File: src/rtl/hdmi_pkg.sv
// rtl/hdmi_pkg.sv - shared period encoding, control-period patterns and default raster timing
package hdmi_pkg;

    localparam int COORD_W = 10;

    typedef enum logic [1:0] {
        PERIOD_CTRL     = 2'd0,
        PERIOD_PREAMBLE = 2'd1,
        PERIOD_GUARD    = 2'd2,
        PERIOD_VIDEO    = 2'd3
    } period_t;

    localparam int PREAMBLE_LEN = 8;
    localparam int GUARD_LEN    = 2;

    // CTL3..CTL0 = 0001 announces a video data period on the green/red channels
    localparam logic [1:0] CTL_PREAMBLE = 2'b01;

    localparam int DEF_H_ACTIVE = 640;
    localparam int DEF_H_FP     = 16;
    localparam int DEF_H_SYNC   = 96;
    localparam int DEF_H_BP     = 48;
    localparam int DEF_V_ACTIVE = 480;
    localparam int DEF_V_FP     = 10;
    localparam int DEF_V_SYNC   = 2;
    localparam int DEF_V_BP     = 33;

endpackage

File: src/rtl/hdmi_period_scheduler_if.sv
// rtl/hdmi_period_scheduler_if.sv - encoder sequencing, sync and pixel fetch bundle
interface hdmi_period_scheduler_if;
    import hdmi_pkg::*;

    logic               VDE;
    logic [1:0]         period;
    logic [1:0]         CD_blue;
    logic [1:0]         CD_green;
    logic [1:0]         CD_red;
    logic               hsync;
    logic               vsync;
    logic [COORD_W-1:0] x;
    logic [COORD_W-1:0] y;
    logic               frame_start;
    logic               fetch_valid;
    logic [COORD_W-1:0] fetch_x;
    logic [COORD_W-1:0] fetch_y;

    modport master (
        output VDE, period, CD_blue, CD_green, CD_red, hsync, vsync,
        output x, y, frame_start, fetch_valid, fetch_x, fetch_y
    );

    modport slave (
        input VDE, period, CD_blue, CD_green, CD_red, hsync, vsync,
        input x, y, frame_start, fetch_valid, fetch_x, fetch_y
    );

endinterface

File: src/rtl/hdmi_period_scheduler_raster_counter.sv
// rtl/hdmi_period_scheduler_raster_counter.sv - x/y raster counter starting OFFSET pixels ahead of origin
module raster_counter
    import hdmi_pkg::*;
#(
    parameter int H_TOTAL = 800,
    parameter int V_TOTAL = 525,
    parameter int OFFSET  = 0
) (
    input  logic               clk,
    input  logic               rst,
    output logic [COORD_W-1:0] x,
    output logic [COORD_W-1:0] y
);

    localparam logic [COORD_W-1:0] X_LAST  = COORD_W'(H_TOTAL - 1);
    localparam logic [COORD_W-1:0] Y_LAST  = COORD_W'(V_TOTAL - 1);
    // Reset position is the raster point OFFSET pixels after (0,0), so a lookahead
    // instance stays a fixed distance ahead of the display instance forever.
    localparam logic [COORD_W-1:0] X_START = COORD_W'(OFFSET % H_TOTAL);
    localparam logic [COORD_W-1:0] Y_START = COORD_W'((OFFSET / H_TOTAL) % V_TOTAL);

    // Advance one pixel per clock, wrapping lines and frames
    always_ff @(posedge clk) begin
        if (rst) begin
            x <= X_START;
            y <= Y_START;
        end else if (x == X_LAST) begin
            x <= '0;
            y <= (y == Y_LAST) ? '0 : y + 1'b1;
        end else begin
            x <= x + 1'b1;
        end
    end

endmodule

File: src/rtl/hdmi_period_scheduler.sv
// rtl/hdmi_period_scheduler.sv - raster timing, TMDS period selection and pixel fetch requests
module hdmi_period_scheduler
    import hdmi_pkg::*;
#(
    parameter int H_ACTIVE   = DEF_H_ACTIVE,
    parameter int H_FP       = DEF_H_FP,
    parameter int H_SYNC     = DEF_H_SYNC,
    parameter int H_BP       = DEF_H_BP,
    parameter int V_ACTIVE   = DEF_V_ACTIVE,
    parameter int V_FP       = DEF_V_FP,
    parameter int V_SYNC     = DEF_V_SYNC,
    parameter int V_BP       = DEF_V_BP,
    parameter bit SYNC_POL   = 1'b0,
    parameter bit DVI_MODE   = 1'b0,
    parameter int FETCH_LEAD = 2
) (
    input  logic                      pixclk,
    input  logic                      rst,
    hdmi_period_scheduler_if.master   vid
);

    localparam int H_TOTAL = H_ACTIVE + H_FP + H_SYNC + H_BP;
    localparam int V_TOTAL = V_ACTIVE + V_FP + V_SYNC + V_BP;

    if (H_TOTAL > 1024 || V_TOTAL > 1024) begin : g_bad_total
        $error("hdmi_period_scheduler: H_TOTAL and V_TOTAL must not exceed 1024");
    end
    if (FETCH_LEAD < 1 || FETCH_LEAD > 8) begin : g_bad_lead
        $error("hdmi_period_scheduler: FETCH_LEAD must be in 1..8");
    end

    // Comparisons use one extra bit so a boundary equal to 1024 does not alias to 0
    localparam logic [COORD_W:0] H_ACT_C     = (COORD_W+1)'(H_ACTIVE);
    localparam logic [COORD_W:0] HS_BEG_C    = (COORD_W+1)'(H_ACTIVE + H_FP);
    localparam logic [COORD_W:0] HS_END_C    = (COORD_W+1)'(H_ACTIVE + H_FP + H_SYNC);
    localparam logic [COORD_W:0] PRE_BEG_C   = (COORD_W+1)'(H_TOTAL - PREAMBLE_LEN - GUARD_LEN);
    localparam logic [COORD_W:0] PRE_END_C   = (COORD_W+1)'(H_TOTAL - GUARD_LEN - 1);
    localparam logic [COORD_W:0] GRD_BEG_C   = (COORD_W+1)'(H_TOTAL - GUARD_LEN);
    localparam logic [COORD_W:0] V_ACT_C     = (COORD_W+1)'(V_ACTIVE);
    localparam logic [COORD_W:0] V_NL_LAST_C = (COORD_W+1)'(V_ACTIVE - 1);
    localparam logic [COORD_W:0] V_LAST_C    = (COORD_W+1)'(V_TOTAL - 1);
    localparam logic [COORD_W:0] VS_BEG_C    = (COORD_W+1)'(V_ACTIVE + V_FP);
    localparam logic [COORD_W:0] VS_END_C    = (COORD_W+1)'(V_ACTIVE + V_FP + V_SYNC);

    logic [COORD_W-1:0] disp_x;
    logic [COORD_W-1:0] disp_y;
    logic [COORD_W-1:0] look_x;
    logic [COORD_W-1:0] look_y;

    raster_counter #(
        .H_TOTAL (H_TOTAL),
        .V_TOTAL (V_TOTAL),
        .OFFSET  (0)
    ) u_disp_counter (
        .clk (pixclk),
        .rst (rst),
        .x   (disp_x),
        .y   (disp_y)
    );

    raster_counter #(
        .H_TOTAL (H_TOTAL),
        .V_TOTAL (V_TOTAL),
        .OFFSET  (FETCH_LEAD)
    ) u_fetch_counter (
        .clk (pixclk),
        .rst (rst),
        .x   (look_x),
        .y   (look_y)
    );

    logic [COORD_W:0] dx;
    logic [COORD_W:0] dy;
    logic [COORD_W:0] fx;
    logic [COORD_W:0] fy;

    assign dx = {1'b0, disp_x};
    assign dy = {1'b0, disp_y};
    assign fx = {1'b0, look_x};
    assign fy = {1'b0, look_y};

    logic video;
    logic next_line_active;
    logic in_preamble;
    logic in_guard;
    logic hs_lvl;
    logic vs_lvl;
    logic fetch_hit;

    assign video            = (dx < H_ACT_C) && (dy < V_ACT_C);
    // The line after this one carries video: any active line but the last, or the final blanking line
    assign next_line_active = (dy < V_NL_LAST_C) || (dy == V_LAST_C);
    assign in_preamble      = !DVI_MODE && next_line_active && (dx >= PRE_BEG_C) && (dx <= PRE_END_C);
    assign in_guard         = !DVI_MODE && next_line_active && (dx >= GRD_BEG_C);
    assign hs_lvl           = ((dx >= HS_BEG_C) && (dx < HS_END_C)) ? SYNC_POL : ~SYNC_POL;
    assign vs_lvl           = ((dy >= VS_BEG_C) && (dy < VS_END_C)) ? SYNC_POL : ~SYNC_POL;
    assign fetch_hit        = (fx < H_ACT_C) && (fy < V_ACT_C);

    period_t    period_n;
    logic [1:0] cd_blue_n;
    logic [1:0] cd_green_n;

    // Choose the transmission period and encoder control bits for the current pixel
    always_comb begin
        period_n   = PERIOD_CTRL;
        cd_blue_n  = {vs_lvl, hs_lvl};
        cd_green_n = 2'b00;
        if (video) begin
            period_n  = PERIOD_VIDEO;
            cd_blue_n = 2'b00;
        end else if (in_preamble) begin
            period_n   = PERIOD_PREAMBLE;
            cd_green_n = CTL_PREAMBLE;
        end else if (in_guard) begin
            period_n = PERIOD_GUARD;
        end
    end

    // Register every output; fetch coordinates hold between valid requests
    always_ff @(posedge pixclk) begin
        if (rst) begin
            vid.VDE         <= 1'b0;
            vid.period      <= PERIOD_CTRL;
            vid.CD_blue     <= 2'b00;
            vid.CD_green    <= 2'b00;
            vid.CD_red      <= 2'b00;
            vid.hsync       <= ~SYNC_POL;
            vid.vsync       <= ~SYNC_POL;
            vid.x           <= '0;
            vid.y           <= '0;
            vid.frame_start <= 1'b0;
            vid.fetch_valid <= 1'b0;
            vid.fetch_x     <= '0;
            vid.fetch_y     <= '0;
        end else begin
            vid.VDE         <= video;
            vid.period      <= period_n;
            vid.CD_blue     <= cd_blue_n;
            vid.CD_green    <= cd_green_n;
            vid.CD_red      <= 2'b00;
            vid.hsync       <= hs_lvl;
            vid.vsync       <= vs_lvl;
            vid.x           <= disp_x;
            vid.y           <= disp_y;
            vid.frame_start <= (disp_x == '0) && (disp_y == '0);
            vid.fetch_valid <= fetch_hit;
            if (fetch_hit) begin
                vid.fetch_x <= look_x;
                vid.fetch_y <= look_y;
            end
        end
    end

endmodule

File: src/flat_wrapper.sv
// flat-port wrapper written by rule: the top's interface ports become plain ports
module hdmi_period_scheduler_flat import hdmi_pkg::*;
#(
    parameter int H_ACTIVE   = DEF_H_ACTIVE,
    parameter int H_FP       = DEF_H_FP,
    parameter int H_SYNC     = DEF_H_SYNC,
    parameter int H_BP       = DEF_H_BP,
    parameter int V_ACTIVE   = DEF_V_ACTIVE,
    parameter int V_FP       = DEF_V_FP,
    parameter int V_SYNC     = DEF_V_SYNC,
    parameter int V_BP       = DEF_V_BP,
    parameter bit SYNC_POL   = 1'b0,
    parameter bit DVI_MODE   = 1'b0,
    parameter int FETCH_LEAD = 2
)
  (pixclk, rst, vid_VDE, vid_period, vid_CD_blue, vid_CD_green, vid_CD_red, vid_hsync, vid_vsync, vid_x, vid_y, vid_frame_start, vid_fetch_valid, vid_fetch_x, vid_fetch_y);
  hdmi_period_scheduler_if vid_i ();
  input  logic pixclk;
  input  logic rst;
  output wire logic [$bits(vid_i.VDE)-1:0] vid_VDE;
  output wire logic [$bits(vid_i.period)-1:0] vid_period;
  output wire logic [$bits(vid_i.CD_blue)-1:0] vid_CD_blue;
  output wire logic [$bits(vid_i.CD_green)-1:0] vid_CD_green;
  output wire logic [$bits(vid_i.CD_red)-1:0] vid_CD_red;
  output wire logic [$bits(vid_i.hsync)-1:0] vid_hsync;
  output wire logic [$bits(vid_i.vsync)-1:0] vid_vsync;
  output wire logic [$bits(vid_i.x)-1:0] vid_x;
  output wire logic [$bits(vid_i.y)-1:0] vid_y;
  output wire logic [$bits(vid_i.frame_start)-1:0] vid_frame_start;
  output wire logic [$bits(vid_i.fetch_valid)-1:0] vid_fetch_valid;
  output wire logic [$bits(vid_i.fetch_x)-1:0] vid_fetch_x;
  output wire logic [$bits(vid_i.fetch_y)-1:0] vid_fetch_y;
  assign vid_VDE = vid_i.VDE;
  assign vid_period = vid_i.period;
  assign vid_CD_blue = vid_i.CD_blue;
  assign vid_CD_green = vid_i.CD_green;
  assign vid_CD_red = vid_i.CD_red;
  assign vid_hsync = vid_i.hsync;
  assign vid_vsync = vid_i.vsync;
  assign vid_x = vid_i.x;
  assign vid_y = vid_i.y;
  assign vid_frame_start = vid_i.frame_start;
  assign vid_fetch_valid = vid_i.fetch_valid;
  assign vid_fetch_x = vid_i.fetch_x;
  assign vid_fetch_y = vid_i.fetch_y;
  hdmi_period_scheduler #(.H_ACTIVE(H_ACTIVE), .H_FP(H_FP), .H_SYNC(H_SYNC), .H_BP(H_BP), .V_ACTIVE(V_ACTIVE), .V_FP(V_FP), .V_SYNC(V_SYNC), .V_BP(V_BP), .SYNC_POL(SYNC_POL), .DVI_MODE(DVI_MODE), .FETCH_LEAD(FETCH_LEAD)) u_core (.pixclk(pixclk), .rst(rst), .vid(vid_i));
endmodule
File: config.mk
export PLATFORM = sky130hd
export DESIGN_NAME = hdmi_period_scheduler_flat
export DESIGN_NICKNAME = d
export VERILOG_FILES = /design/src/rtl/hdmi_pkg.sv /design/src/rtl/hdmi_period_scheduler_if.sv /design/src/rtl/hdmi_period_scheduler_raster_counter.sv /design/src/rtl/hdmi_period_scheduler.sv /design/src/flat_wrapper.sv
export SDC_FILE = /design/constraint.sdc
export NUM_CORES = 1
export LEC_CHECK = 0
export BUFFER_PORTS_ARGS = -buffer_cell sky130_fd_sc_hd__buf_2
export CAP_MARGIN = 15
export CORE_MARGIN = 3
export CORE_UTILIZATION = 36
export DETAILED_ROUTE_END_ITERATION = 10
export PLACE_DENSITY = 0.65
export SYNTH_ARGS = -nofsm -noshare
export SYNTH_HDL_FRONTEND = slang
export SYNTH_SLANG_ARGS = --single-unit
File: constraint.sdc
create_clock -name pixclk -period 4.6 [get_ports pixclk]
set_clock_uncertainty 0.05 [all_clocks]
set_input_delay 0.92 -clock pixclk [delete_from_list [all_inputs] [get_ports pixclk]]
set_output_delay 0.92 -clock pixclk [all_outputs]
set_load 0.005 [all_outputs]
==> results by stage, run 1 <==
Outcome:
- The run finished with clean final reports.

GRT:
- The first global-routing pass estimated 12700 µm of wire.
- The total global routing overflow is 0.
- Entering global routing, the biggest net connects 60 pins.
- The via count of the first global-routing pass is 2670.
- The initial antenna violation count is 0.
- Global routing used 13.7% of the available tracks.

Synth:
- Synthesis inferred 90 register bits.
- After synthesis, the largest area contributor takes up 49.8% of total cell area.
- Summing the sequential cell areas from Yosys gives 49.8% of the chip area.
- The largest family of logic cells by synthesized area is simple AND/OR/NAND/NOR gates.
- The commonest cells after synthesis are 90 x sky130_fd_sc_hd__dfxtp_1, 50 x sky130_fd_sc_hd__nor2_1, 22 x sky130_fd_sc_hd__nand2_1.
- After synthesis, the cell types taking the most area are sky130_fd_sc_hd__dfxtp_1 50%, sky130_fd_sc_hd__nor2_1 5.2%, sky130_fd_sc_hd__mux2i_1 4.4%.
- The number of instances in the synthesized netlist is 388.
- The post-synthesis simple-gate area fraction is 25.1%.
- Summing the areas of all compound-gate instances in the mapped netlist gives 7.85% of the synthesized area.
- Of all flip-flops after synthesis, the portion carrying an async set or reset was 0%.
- In the synthesized netlist the dominant register cell turns out to be sky130_fd_sc_hd__dfxtp_1.
- The warning count from the yosys run is 0.
- Each instance of the synthesized netlist takes up on average 9.32 µm².
- Of the post-synthesis cell area, the part taken by muxes is 4.43%.
- The cell with the most instances after synthesis is sky130_fd_sc_hd__dfxtp_1.
- The netlist uses 45 different library cells.
- The summed instance area of the synthesized netlist is 0.00362 mm².
- The synthesized design contains 0 enable-type register cells.
- The synthesized netlist devotes 3.11% of its cell area to adder and majority cells.
- After Yosys synthesis, XOR and XNOR cells account for 5.08% of the synthesized area.
- Of all cell types, the one taking the most synthesized area is sky130_fd_sc_hd__dfxtp_1.

Clock tree:
- The clock tree synthesis step divided the H-tree into 3 levels.
- The post-CTS repair timing setup buffer count is 0.
- Counting the buffers created by CTS gives 9.
- The clock transition time at the flip-flop clock pins of the worst setup and hold paths is 80 ps.
- The clock sink count is 90.
- The clock passes through at most 2 buffers.
- In this run, post-CTS repair resized a total of 0 instances.
- The clock tree from TritonCTS is done.
- In this run the clock root is driven by a sky130_fd_sc_hd__clkbuf_8.
- The post-cts hold buffer count is 0.
- The clock reaches the later pin of the worst-skew pair after 350 ps.

Die:
- The die is 106 µm tall.
- The width of the die is 106 µm.
- The initial core utilization is 38.1%.
- The boundary pin count is 55.
- The area of the placeable core is 0.00950 mm².
- The number of standard-cell rows in the floorplan is 35.
- The area of the die is 0.0113 mm².

Placement:
- The final RePlAce weighted congestion is 0.866.
- The instance area at placement is 0.00395 mm².
- The sum of net half-perimeters after detailed placement is 5190 µm.
- In this run the tool buffered the top-level ports with 51 buffer cells.

Drt:
- After detailed routing, the total wire length is 7480 µm.
- The overall via count from detail_route is 2828.
- The first detailed-routing pass took 4 iterations.
- After detailed routing, the average wire length per cell comes to 13.3 µm.
- The post-route DRC violation count is 0.
- The via density per instance is 5.03.
- In this run, the number of DRC markers left after iteration 0 of detailed routing was 134.
- The count of nets left with antenna violations once routing finished came out at 0.

Pwr:
- The total power per unit cell area is 326 mW/mm².
- The analysis attributes to cell leakage a power of 1.69 nW.
- The peak supply drop is 128 µV.

STA:
- The final-report max-slew violation count is 0.
- The final critical path takes up 47.1% of the cycle.
- The setup-violating endpoint count in the final report is 0.
- For the final routed database, the setup TNS stands at 0 ps.
- The count of final hold-check violations came to 0.
- The top achievable clock speed is 462 MHz.
- The slew at the pin closest to its max-slew limit is 744 ps.
- Setup repair after global routing left no endpoint under its margin.
- The relative slew slack is 50.0%.
- Counting I/O delays and the setup requirement, the final critical path takes 2160 ps.

Run:
- The tool flagged a number of max-cap violations equal to 0.

Cells and area:
- The number of antenna diodes in the final layout is 0.
- Summing all non-filler instances in the final layout gives an area of 0.00412 mm².
- The layout overhead on the synthesized area is 13.9%.
- Counting the fill cells in the layout gives 957.
- Summing all multi-input logic gate instances after layout gives 0.00167 mm².
- The register cell area after layout is 0.00180 mm².
- The share of post-route cells with drive strength above 1 is 17.3%.
- The net total in the final layout is 442.

Worst setup path:
- For the worst setup path, the data arrival time is 2330 ps.
- The required time of the critical path is 4770 ps.
- For flop-to-flop paths, the worst setup slack is 2440 ps.
- Along the worst path, the maximum fanout reaches 15.
- The type of element launching the critical path is a flip-flop.
- The classification of the worst setup path is flip-flop to flip-flop.
- The sort of element at the end of the critical path is a flip-flop.

Worst hold path:
- The path class of the tightest hold or removal check is flip-flop to flip-flop.
-- report_power, final --
group          switching [mW]  internal [mW]  leakage [nW]
sequential             0.0113          0.790         0.729
combinational          0.0273         0.0173         0.876
clock                   0.254          0.243        0.0881
-- worst paths after layout --
kind                                          from                                 endpoint  cells after the start
max          u_core.u_disp_counter.x[1]$_SDFF_PP0_  u_core.u_disp_counter.y[3]$_SDFFE_PP0P_                      5
min             u_core.vid.fetch_y[9]$_SDFFE_PP0P_       u_core.vid.fetch_y[9]$_SDFFE_PP0P_                      1
max reg2reg  u_core.u_disp_counter.x[1]$_SDFF_PP0_  u_core.u_disp_counter.y[3]$_SDFFE_PP0P_                      5
min reg2reg     u_core.vid.fetch_y[9]$_SDFFE_PP0P_       u_core.vid.fetch_y[9]$_SDFFE_PP0P_                      1
-- area by class of cell --
class | instances | share of cell area (%)
clock buffers | 10 | 3.10
clock inverters | 3 | 1.06
well taps | 129 | 3.92
repair buffers | 53 | 6.56
flip-flops and latches | 90 | 43.7
multi-input cells | 265 | 40.6
inverters | 12 | 1.09
-- critical path, cell delays in order, from the launching register on --
cell,delay [ps]
sky130_fd_sc_hd__dfxtp_1,440
sky130_fd_sc_hd__ha_1,270
sky130_fd_sc_hd__nand4_1,200
sky130_fd_sc_hd__or3_4,480
sky130_fd_sc_hd__o21ai_1,480
sky130_fd_sc_hd__nor2_1,110
-- cells in the final DEF (no fill, tap or decap), types with 2 or more instances in the layout --
cell type	Yosys	routed
sky130_fd_sc_hd__or3_4	2	2
sky130_fd_sc_hd__nand4b_1	3	3
sky130_fd_sc_hd__and3_1	5	5
sky130_fd_sc_hd__nor2_1	50	50
sky130_fd_sc_hd__mux2i_1	16	16
sky130_fd_sc_hd__nor2b_1	15	15
sky130_fd_sc_hd__o31ai_1	6	6
sky130_fd_sc_hd__and4_1	3	3
sky130_fd_sc_hd__nand4_1	14	14
sky130_fd_sc_hd__xnor2_1	15	15
sky130_fd_sc_hd__nand3_1	17	17
sky130_fd_sc_hd__nor4_1	8	8
sky130_fd_sc_hd__buf_2	2	51
sky130_fd_sc_hd__nor3_1	12	12
sky130_fd_sc_hd__o21ai_1	2	2
sky130_fd_sc_hd__o21ai_0	8	8
sky130_fd_sc_hd__or2_2	2	2
sky130_fd_sc_hd__and2_1	3	3
sky130_fd_sc_hd__nor4b_1	2	2
sky130_fd_sc_hd__inv_1	12	12
sky130_fd_sc_hd__xor2_1	6	6
sky130_fd_sc_hd__a21oi_1	17	17
sky130_fd_sc_hd__or3_1	3	3
sky130_fd_sc_hd__dfxtp_1	90	90
sky130_fd_sc_hd__conb_1	1	3
sky130_fd_sc_hd__or4_1	6	6
sky130_fd_sc_hd__ha_1	9	9
sky130_fd_sc_hd__o221a_2	3	3
sky130_fd_sc_hd__buf_4	4	2
sky130_fd_sc_hd__clkbuf_8	0	9
sky130_fd_sc_hd__nand2_1	22	22
-- kinds of logic after synthesis --
family | after synthesis
and+or+nand+nor | 171
xor gates and xnor gates | 21
adders and majority gates | 9
other | 1
AOI/OAI and AO/OA | 45
muxes | 16
DFF | 90
buffers and inverters | 35
-- per-stage QoR --
step | total power [mW] | hold slack [ps] | util [%] | instances | setup slack (ps)
after global routing | 1.40 | 455 | 43.4 | 562 | 2230
after floorplan | 0.850 | 384 | - | 390 | 2540
after global placement | 0.864 | 413 | 41.6 | 549 | 2550
after detailed placement | 0.865 | 431 | 41.6 | 549 | 2470
after CTS | 1.36 | 443 | 43.4 | 562 | 2450
final | 1.34 | 438 | 43.4 | 562 | 2440
-- flip-flops by register name, summed over array words and instances, names as in the netlist, 10 cells and up --
register,count
u_core.u_fetch_counter.y,10
u_core.u_disp_counter.y,10
u_core.vid.y,10
u_core.vid.fetch_x,10
u_core.vid.fetch_y,10
u_core.u_disp_counter.x,10
u_core.u_fetch_counter.x,10
u_core.vid.x,10
-- layer usage --
metal | vias to the layer above | routed length, µm | GRT usage (%)
met2 | 73 | 3210 | 19.8
met3 | 12 | 350 | 3.22
met5 | - | 0 | 0
li1 | 1429 | - | -
met1 | 1314 | 3790 | 19.6
met4 | 0 | 133 | 5.46
Power figures use the tool's default switching activity.
==> inputs of run 2 (changes only) <==
- ABC_AREA: default -> 1
- PLACE_DENSITY: 0.65 -> 0.66
- clock period: 4.6 -> 1.85 ns (I/O delays scaled with it)
==> run 2 against run 1 <==
Net effect:
- final area grew 9.7%
- routed wire length rose by 22%
- area after synthesis up 6.4%
- hold slack got worse by 130 ps
- count of clock-buffer cells in the layout unchanged
- sequential power is 150% higher
- critical path depth up 3
- combinational power increased to 2.9 times the previous value
- maximum frequency grew 29%
- synthesized cell count is 31% higher
- first-iteration DRC count is 34% higher
- largest power group unchanged
==> results by stage, run 2 <==
Outcome:
- The run finished with clean final reports.

Clock tree:
- The deepest level of the CTS H-tree is 3 (unchanged).
- The post-cts hold buffer count is 0 (unchanged).
- Clock tree synthesis selected as its root buffer the cell sky130_fd_sc_hd__clkbuf_8.
- The clock insertion delay at the later pin of the skew report was 370 ps (+20 ps).
- The clock sink count is 90 (unchanged).
- The post-CTS repair timing setup buffer count came to 0 (unchanged).
- The maximum root-to-sink buffer count is 2 (unchanged).
- The clock tree from TritonCTS is done.
- The clock transition time at the flip-flop clock pins of the worst setup and hold paths came to 90 ps (about the same).
- The number of clock buffers inserted by TritonCTS was 9 (unchanged).

Synth:
- The cell with the most instances after synthesis is sky130_fd_sc_hd__dfxtp_1.
- The area share of the largest cell type after synthesis is 46.8% (-3.0 points).
- The number of synthesized register bits was 90 (unchanged).
- The proportion of register bits with asynchronous set or reset after synthesis was 0% (unchanged).
- The summed instance area of the synthesized netlist is 0.00385 mm² (+6.4%).
- Sorting the synthesized cells by how often they occur yields 90 x sky130_fd_sc_hd__dfxtp_1, 85 x sky130_fd_sc_hd__nand2_1, 82 x sky130_fd_sc_hd__nor2_1.
- The distinct cell type count of the synthesized netlist was 41 (-8.9%).
- The sequential fraction of the synthesis area is 46.8% (-3.0 points).
- After synthesis, the cell types taking the most area are sky130_fd_sc_hd__dfxtp_1 47%, sky130_fd_sc_hd__nand2_1 8.3%, sky130_fd_sc_hd__nor2_1 8.0%.
- The main flop type after synthesis is sky130_fd_sc_hd__dfxtp_1.
- sky130_fd_sc_hd__dfxtp_1 takes more of the synthesized area than any other cell.
- The warning count from the yosys run was 0 (unchanged).
- The number of flops mapped to enable cells by yosys is 0 (unchanged).
- The number of instances in the synthesized netlist was 507 (+31%).
- The synthesized area per cell came to 7.59 µm² (-19%).

Worst setup path:
- The required time of the critical path is 2060 ps (-2710 ps).
- The maximum net fanout on the critical path is 11 (-4).
- In this run the critical register-to-register path is launched from u_core.u_disp_counter.x[1]$_SDFF_PP0_.
- The critical path is of the flip-flop to flip-flop type.
- The setup slack on the worst flop-to-flop path came to 170 ps (-2270 ps).
- The critical path goes through ha_1, inv_1, nor2_8, nand4_4, nand2_4, nand2_1, o21ai_0, a21oi_1.
- The sort of element at the end of the critical path is a flip-flop.
- The count of buffer and inverter cells on the critical path is 1 (+1).
- The most critical setup path has its startpoint at u_core.u_disp_counter.x[1]$_SDFF_PP0_.
- The maximum single-stage delay on the critical path is 410 ps (-70 ps).
- The critical-path cell with the highest stage delay is sky130_fd_sc_hd__dfxtp_1.
- The type of element launching the critical path is a flip-flop.
- The worst path arrival time is 1890 ps (-440 ps).
- The top cell family by delay on the critical path is simple AND/OR/NAND/NOR gates.

Cells and area:
- The library cells used most frequently in the layout, excluding fill and tap cells, are 89 x sky130_fd_sc_hd__dfxtp_1, 85 x sky130_fd_sc_hd__nand2_1, 82 x sky130_fd_sc_hd__nor2_1, 51 x sky130_fd_sc_hd__buf_2, 50 x sky130_fd_sc_hd__inv_1.
- The final design instance area without fill is 0.00452 mm² (+9.7%).
- The layout overhead on the synthesized area is 17.4%.
- The antenna diode count was 0 (unchanged).
- Leaving out fill and tap cells, the most frequent cell in the layout is sky130_fd_sc_hd__dfxtp_1.
- The net total in the final layout was 576 (+30%).
- The utilization of the core after routing is 43.6% (+0.22 points).
- The share of post-route cells with drive strength above 1 came to 18.9% (+1.6 points).

GRT:
- The initial antenna violation count is 0 (unchanged).
- The maximum number of pins on one net before global-route repair came to 40 (-33%).
- The overall fraction of global-route tracks in use is 15.6% (+1.9 points).
- The total global routing overflow came to 0 (unchanged).
- The wire length of the first global-routing pass came to 14900 µm (+17%).
- The via count of the first global-routing pass came to 3181 (+19%).

Die:
- The initial core utilization is 37.1% (-0.94 points).
- The area of the die is 0.0120 mm² (+6.1%).
- The chip height is 109 µm (+3.0%).
- The number of standard-cell rows in the floorplan is 37 (+5.7%).
- The area of the placeable core is 0.0104 mm² (+9.1%).
- The width of the die is 109 µm (+3.0%).
- The boundary pin count came to 55 (unchanged).

Pwr:
- The portion of total power attributed to the clock network is 43.4% (+6.4 points).
- The internal power summed over all cells is 2.92 mW (+180%).
- The peak supply drop is 333 µV (+160%).
- The switching power is 0.818 mW (+180%).
- The leakage component of the power came to 1.99 nW (+17%).
- The proportion of total power due to net switching came to 21.9% (+0.089 points).
- The combinational fraction of design power is 3.4% (about the same).
- The sequential share of power was 53.2% (-6.5 points).
- The total power per unit cell area was 826 mW/mm² (+150%).
- The power consumption is 3.73 mW (+180%).

Drt:
- The number of DRC markers in iteration 0 is 179 (+34%).
- The post-route DRC violation count is 0 (unchanged).
- The total routed wirelength is 9090 µm (+22%).
- The remaining antenna violation count after routing is 0 (unchanged).
- The first-pass iteration count of the detailed router is 4 (unchanged).
- The routed wirelength normalized by instance count was 12.9 µm (-3.3%).
- The overall via count from detail_route is 3370 (+19%).
- The via density per instance is 4.77 (-5.1%).

STA:
- The hold slack is 313 ps (-125 ps).
- The final-report max-slew violation count is 0 (unchanged).
- Setup repair after global routing left no endpoint under its margin.
- The final cycle utilization of the critical path was 91.0% (+44 points).
- The setup-violating endpoint count in the final report is 0 (unchanged).
- The count of final hold-check violations came to 0 (unchanged).
- The relative slew slack was 57.8% (+7.8 points).
- The slew at the pin closest to its max-slew limit is 632 ps (-112 ps).
- The top achievable clock speed is 594 MHz (+29%).
- The clock period minus worst slack is 1680 ps (-481 ps).
- The setup total negative slack is 0 ps (unchanged).

Worst hold path:
- The worst hold path begins at rst.
- The class of the worst hold path is primary input to flip-flop.

Placement:
- The final RePlAce weighted congestion is 0.876 (+1.2%).
- The count of input and output buffers is 51 (unchanged).
- The sum of net half-perimeters after detailed placement is 6490 µm (+25%).
- The instance area at placement is 0.00426 mm² (+7.9%).

Run:
- The number of maximum-capacitance violations was 0 (unchanged).
-- run 2: worst paths after layout --
path / end / depth (start not counted)
hold reg to reg: u_core.vid.fetch_y[6]$_SDFFE_PP0P_ / 2
setup / recovery: u_core.u_disp_counter.y[2]$_SDFFE_PP0P_ / 8
setup reg to reg: u_core.u_disp_counter.y[2]$_SDFFE_PP0P_ / 8
hold / removal: u_core.vid.vsync$_SDFF_PP1_ / 3
-- run 2: through the flow --
step | setup WS (ps) | std cells
2_1_floorplan | 403 | 509
3_3_place_gp | -136 | 689
3_5_place_dp | -215 | 689
4_1_cts | 99.7 | 705
5_1_grt | 32.9 | 706
6_report | 167 | 706
-- run 2: final cells by class --
| class | count | area, µm² |
|---|---|---|
| Multi-Input combinational cell | 343 | 1730 |
| Clock inverter | 6 | 114 |
| Clock buffer | 10 | 128 |
| Inverter | 60 | 229 |
| Timing Repair Buffer | 61 | 343 |
| Sequential cell | 90 | 1800 |
| Fill cell | 1073 | 5850 |
| Tap cell | 136 | 170 |
-- run 2: cells by family (layout without fill, tap and decap cells) --
group	after synthesis	in the layout	synth area share, %
AO/OA/AOI/OAI	76	76	10.6
XOR/XNOR	8	8	1.82
adder cells (fa/ha/maj)	9	9	2.92
buffers and inverters	77	137	8.77
flip-flops	90	90	46.8
other	1	3	0.0974
AND/OR/NAND/NOR	246	247	29.0
-- run 2: routing by layer --
| layer | routed length (µm) | global-route usage (%) | up-vias |
|---|---|---|---|
| met4 | 99 | 5.52 | 0 |
| met3 | 446 | 3.99 | 8 |
| met5 | 0 | 0 | - |
| li1 | - | - | 1743 |
| met1 | 4470 | 21.2 | 1531 |
| met2 | 4080 | 24.1 | 88 |
-- run 2: power groups by stage --
stage	Sequential (mW)	Combinational (mW)	Clock, mW
3_5_place_dp	2.03	0.128	0
4_1_cts	1.99	0.129	1.65
3_3_place_gp	2.03	0.125	0
5_1_grt	1.99	0.151	1.73
2_1_floorplan	2.03	0.0863	0
6_report	1.99	0.128	1.62
-- run 2: worst register-to-register path, delay by kind of cell (launching register included) --
kind,cells,cell delay [ps]
simple gates,4,670
flops,1,410
fa+ha+maj,1,200
compound gates,2,150
buf+inv,1,110
-- run 2: timing repair --
| item | in CTS | in global routing |
|---|---|---|
| endpoints found under the setup margin | 12 | 14 |
| pin swaps | 0 | 1 |
| gates resized for setup | 1 | 2 |
| cloned | 0 | 1 |
